==> src/rtl/bin_to_bcd_seq.sv <==
// Sequential binary-to-BCD converter (double-dabble), one bit per clock.
// Saturates values above 9999 to 16'h9999 and flags overflow.
module bin_to_bcd_seq #(
  parameter int BIN_W = 14
) (
  input  logic             clk,
  input  logic             rst,
  input  logic             start,
  input  logic [BIN_W-1:0] bin_in,
  output logic             busy,
  output logic             done,
  output logic             ovf,
  output logic [15:0]      bcd_out
);

  localparam int CNT_W = $clog2(BIN_W);
  localparam logic [CNT_W-1:0] LAST = CNT_W'(BIN_W - 1);

  typedef enum logic [1:0] {
    IDLE,
    CONVERT,
    FINISH
  } state_t;

  state_t           state;
  state_t           state_next;
  logic [BIN_W-1:0] shreg;
  logic [15:0]      scratch;
  logic [15:0]      adj;
  logic [CNT_W-1:0] cnt;
  logic             ovf_next;

  always_ff @(posedge clk) begin
    if (rst) state <= IDLE;
    else     state <= state_next;
  end

  always_comb begin
    state_next = state;
    unique case (state)
      IDLE:    if (start) state_next = CONVERT;
      CONVERT: if (cnt == LAST) state_next = FINISH;
      FINISH:  state_next = IDLE;
      default: state_next = IDLE;
    endcase
  end

  // All four digits corrected from the pre-shift value; carry out dropped.
  always_comb begin
    adj = scratch;
    for (int i = 0; i < 4; i++) begin
      if (scratch[4*i +: 4] >= 4'd5)
        adj[4*i +: 4] = scratch[4*i +: 4] + 4'd3;
    end
  end

  always_ff @(posedge clk) begin
    if (rst) begin
      shreg    <= '0;
      scratch  <= '0;
      cnt      <= '0;
      ovf_next <= 1'b0;
      ovf      <= 1'b0;
      done     <= 1'b0;
      bcd_out  <= 16'h0000;
    end else begin
      done <= 1'b0;
      unique case (state)
        IDLE: begin
          if (start) begin
            shreg    <= bin_in;
            scratch  <= '0;
            cnt      <= '0;
            ovf_next <= 32'(bin_in) > 32'd9999;
          end
        end
        CONVERT: begin
          scratch <= {adj[14:0], shreg[BIN_W-1]};
          shreg   <= {shreg[BIN_W-2:0], 1'b0};
          cnt     <= cnt + 1'b1;
        end
        FINISH: begin
          bcd_out <= ovf_next ? 16'h9999 : scratch;
          ovf     <= ovf_next;
          done    <= 1'b1;
        end
        default: ;
      endcase
    end
  end

  assign busy = (state != IDLE);

endmodule

==> config.mk <==
export PLATFORM = sky130hd
export DESIGN_NAME = bin_to_bcd_seq
export DESIGN_NICKNAME = d
export VERILOG_FILES = /design/src/rtl/bin_to_bcd_seq.sv
export SDC_FILE = /design/constraint.sdc
export NUM_CORES = 1
export LEC_CHECK = 0
export BUFFER_PORTS_ARGS = -buffer_cell sky130_fd_sc_hd__buf_4
export CAP_MARGIN = 30
export CORE_MARGIN = 2
export CORE_UTILIZATION = 35
export CTS_CLUSTER_DIAMETER = 150
export DETAILED_ROUTE_END_ITERATION = 7
export SKIP_CTS_REPAIR_TIMING = 1
export SLEW_MARGIN = 20
export SYNTH_ARGS = -nofsm -noshare
export SYNTH_HDL_FRONTEND = slang
export SYNTH_SLANG_ARGS = --single-unit
==> constraint.sdc <==
create_clock -name clk -period 1.6 [get_ports clk]
set_input_delay 0.08 -clock clk [delete_from_list [all_inputs] [get_ports clk]]
set_output_delay 0.08 -clock clk [all_outputs]
set_load 0.03 [all_outputs]
After elaboration in Yosys (flattened, before gate mapping)
Cells that the tools add are included.
Widths: inputs -> output; s select.
{ "totals": {"regBits": 55, "latch_bits": 0, "mem_bits_rw": 0, "romBits": 0, "out_inout_bits": 19, "word_cells": 44, "n_memories": 0} }
{ "op_classes": {"n_addsub": 5, "mul": 0, "div": 0, "order_cmp": 5, "n_eq_ne": 5, "shift": 0, "muxes": 15, "n_bitwise": 0, "reduce_logical": 6} }
{ "ops": {"columns": ["cell", "n"], "rows": [
  ["$mux 16", 2],
  ["$pmux 16 s2", 1],
  ["$pmux 14 s2", 1],
  ["$ge 4x3->1 const B", 4],
  ["$mux 4", 4],
  ["$gt 14x14->1 const B", 1],
  ["$mux 14", 1],
  ["$add 4x2->4 const B", 3],
  ["$pmux 4 s2", 1],
  ["$reduce_and 2->1", 3],
  ["$add 4x1->4 const B", 1],
  ["$eq 4x4->1 const B", 1],
  ["$mux 2", 2],
  ["$ne 2x2->1 const B", 2],
  ["$pmux 2 s2", 1],
  ["$reduce_bool 2->1", 2],
  ["$add 3x2->3 const B", 1],
  ["$mux 3", 1],
  ["$eq 2x1->1 const B", 1],
  ["$eq 2x2->1 const B", 1],
  ["$logic_not 2->1", 1],
  ["$mux 1", 1]
]} }

Depth between registers and ports, before layout
{ "depth": {"ltp_word": 3, "ltp_mapped": 6} }

Least setup slack after synthesis
OpenSTA, ideal clock, no wires.
{ "synth_path": {"path_type": "flip-flop to flip-flop", "startpoint": "register scratch[9]", "endpoint": "register scratch[10]", "setup_time_ns": 0.117, "t_arrival_ns": 1.234, "path_slack_ns": 0.249, "path_stages_with_launch": 7, "path_buffers": 0, "period_less_slack_ns": 1.351, "path_cell_list": "dfxtp_1 inv_1 ha_1 nand2b_1 a21oi_1 mux2i_1 a22o_1"} }
{ "synth_between": {"elab_chain_len": 3} }
{ "synth_rtl": {"columns": ["element", "line", "source"], "rows": [
  ["start: declaration", "28", "logic [15:0] scratch;"],
  ["start signal: assignment", "78", "scratch <= {adj[14:0], shreg[BIN_W-1]};"],
  ["$add 4x2->4 / $ge 4x3->1 (equally long branches)", "53, 52", null],
  ["$mux 4 (*)", "52", "if (scratch[4*i +: 4] >= 4'd5)"],
  ["$pmux 16 s2 (*)", "68", "unique case (state)"]
]} }
Mark *: on every way between the ends. The rest lies on a longest branch, timed or not.
A chain may end at the register's enable or synchronous reset.

Worst setup path after layout
{ "layout_path": {"startpoint": "register scratch[1]", "endpoint": "register scratch[2]"} }
Same word-level chain as after synthesis.

==> results.txt <==
status: finished, final reports clean
synthesized cell area: 2570 µm²
post-synthesis async set-or-reset flop share: 0%
unrepaired setup endpoints after global routing: false
Clock Sinks: 55
worst min-delay path class: in -> reg
top-count cell post-synth: dfxtp_1
antenna viol nets, final: 0
CTS Buf Count: 5
cells taking the most area after synthesis: dfxtp_1 43%, a21oi_1 6.4%, o221a_2 5.7%
Initial DRC Count: 99
Final Hold Viols: 0
drt wl/cell: 13.2 µm
die area: 8040 µm²
area share of the largest cell type after synthesis: 42.9%
NetSw: 0.000604 W
via count: 2126
# fillers: 732
Seq/Total Area, Yosys: 42.9%
setup TNS: 0 ns
Crit path largest cell delay: 0.36 ns
final worst-path cycle share: 92.7%
initial core utilization: 35.8%
I/O pin count: 36
DPL Wire Length: 3810 µm
pwr dens: 808 nW/µm²
Peak VDD IR: 305 µV
initial antenna violation count: 0
largest area contributor in the netlist: dfxtp_1
vias in the first global route: 2045
area of the multi-input gates: 1300 µm²
FF+latch count, synth: 55
DRC: 0
Sw Share: 24.8%
Worst Setup Path Type: reg -> reg
leakage power: 1.22 nW
CTS tree: built
placer congestion estimate: 0.743
clock power share: 31.0%
CP required: 1.80 ns
Gate Count Post-Synth: 291
IO Port Bufs: 35
Worst path slowest cell: dfxtp_1
cell-internal power: 0.00183 W
root buf cell: clkbuf_8
NumNets Final: 350
Core ar.: 7180 µm²
Slew headroom: 51.2%
Worst Setup End Kind: flip-flop
Slew Viols, Final: 0
grt ovf: 0
Clk Latency, worst-skew pair: 0.30 ns
Synth top cells by count: 55 x dfxtp_1, 33 x a21oi_1, 33 x nor2_1, 20 x nor3_1
largest net degree at the start of global routing: 33
fraction of layout cells with a size suffix above 1: 21.9%
Vias/cell: 5.03
DR pass1 iterations: 4
chip height: 89.7 µm
Area Growth Syn to Fin: 17.3%
syn nets: 318
Top FF cell, synth: dfxtp_1
sequential share of power: 59.0%
CP bufs+invs: 1
Row Count: 31
maximum fanout along the worst path: 5
CP top delay family: compound AO/OA/AOI/OAI gates
final WL: 5580 µm
CP arrival: 1.68 ns
Gate power share: 10.0%
clk_skew: 0.00707 ns
Worst-Margin Slew: 0.729 ns
final hold slack: 0.0160 ns
Max Cap Viol: 0
clock period minus worst slack: 1.48 ns
Max Root-Sink Buffers: 2
CTS H-tree lvls: 2
startpoint types: flip-flop
worst-path cell chain: inv_1 -> ha_1 -> nand2b_1 -> a21oi_1 -> mux2i_1 -> a22o_1
post-synthesis average cell area: 8.82 µm²
Reg area: 1100 µm²
Yosys Warn Count: 0
GRT Total Usage: 14.7%
ant diodes: 0
global-route wire length before repair: 9380 µm
Fmax achieved: 674 MHz
number of flops mapped to enable cells by yosys: 0
Die X: 89.7 µm
Reg clk slew, reported paths: 0.10 ns
count of cell types in the netlist: 40
Setup-failing EPs final: 0
[cells in the final DEF, fill, tap and decap left out, types with 7 or more instances in the layout]
| master | synthesis | final |
|---|---|---|
| inv_1 | 11 | 11 |
| a22o_1 | 11 | 11 |
| o21ai_0 | 8 | 8 |
| a21oi_1 | 33 | 32 |
| nor2b_1 | 13 | 13 |
| buf_4 | 1 | 45 |
| dfxtp_1 | 55 | 55 |
| nor2_1 | 33 | 33 |
| o221a_2 | 13 | 13 |
| nand3_1 | 7 | 7 |
| ha_1 | 10 | 10 |
| nor3_1 | 20 | 20 |
| nand2_1 | 12 | 12 |
[metrics by stage]
stage                     cells  utilization, %  cell area, µm²  setup slack (ns)  power, W
final                       423            42.0            3010             0.117   0.00243
after global routing        423            42.0            3010           0.00380   0.00254
after global placement      414            40.6            2920             0.122   0.00171
after floorplan             291               -            2570             0.249   0.00163
after detailed placement    414            40.6            2920            0.0458   0.00171
after CTS                   422            41.8            3000            0.0294   0.00246
[worst reg2reg max path, cell delays in order (launching register included)]
cell	delay (ns)
dfxtp_1	0.36
inv_1	0.10
ha_1	0.18
nand2b_1	0.15
a21oi_1	0.27
mux2i_1	0.12
a22o_1	0.20
[flip-flops by register name, indices dropped and copies added (netlist names)]
name,cells
cnt,4
scratch,16
ovf,1
bcd_out,16
ovf_next,1
shreg,14
state,2
done,1
[path summary, 6_finish.rpt]
| check | startpoint | endpoint | slack [ns] | cells after the start |
|---|---|---|---|---|
| max reg2reg | scratch[1]$_SDFFE_PP0P_ | scratch[2]$_SDFFE_PP0P_ | 0.12 | 6 |
| min reg2reg | ovf$_SDFFE_PP0P_ | ovf$_SDFFE_PP0P_ | 0.46 | 2 |
| max | scratch[1]$_SDFFE_PP0P_ | scratch[2]$_SDFFE_PP0P_ | 0.12 | 6 |
| min | bin_in[0] | shreg[0]$_SDFFE_PP0P_ | 0.02 | 3 |
[kinds of logic after synthesis]
family | after synthesis | share of synthesized area, %
buf+inv | 32 | 6.48
flops | 55 | 42.9
mux | 5 | 2.00
xor+xnor | 6 | 2.05
fa+ha+maj | 10 | 4.87
simple gates | 110 | 21.8
compound gates | 73 | 19.9
[per-layer routing]
layer	track usage [%]	vias to the layer above	part of all wire, %
li1	-	1084	-
met1	19.5	997	48
met2	25.0	40	47
met3	2.74	5	4.0
met4	3.26	0	0.83
met5	0	-	0
[cell type report]
| type | count | share of cell area [%] |
|---|---|---|
| Clock buffer | 6 | 2.41 |
| Clock inverter | 2 | 0.415 |
| Inverter | 11 | 1.37 |
| Multi-Input combinational cell | 204 | 43.3 |
| Sequential cell | 55 | 36.5 |
| Tap cell | 99 | 4.11 |
| Timing Repair Buffer | 46 | 11.9 |
[power groups by stage]
stage	registers, W	clock network [W]	logic (W)
2_1_floorplan	0.00146	0	0.000175
3_3_place_gp	0.00147	0	0.000237
3_5_place_dp	0.00147	0	0.000243
4_1_cts	0.00144	0.000780	0.000242
5_1_grt	0.00144	0.000829	0.000269
6_report	0.00144	0.000755	0.000243
Note: power is estimated with default switching activity, not from simulation.
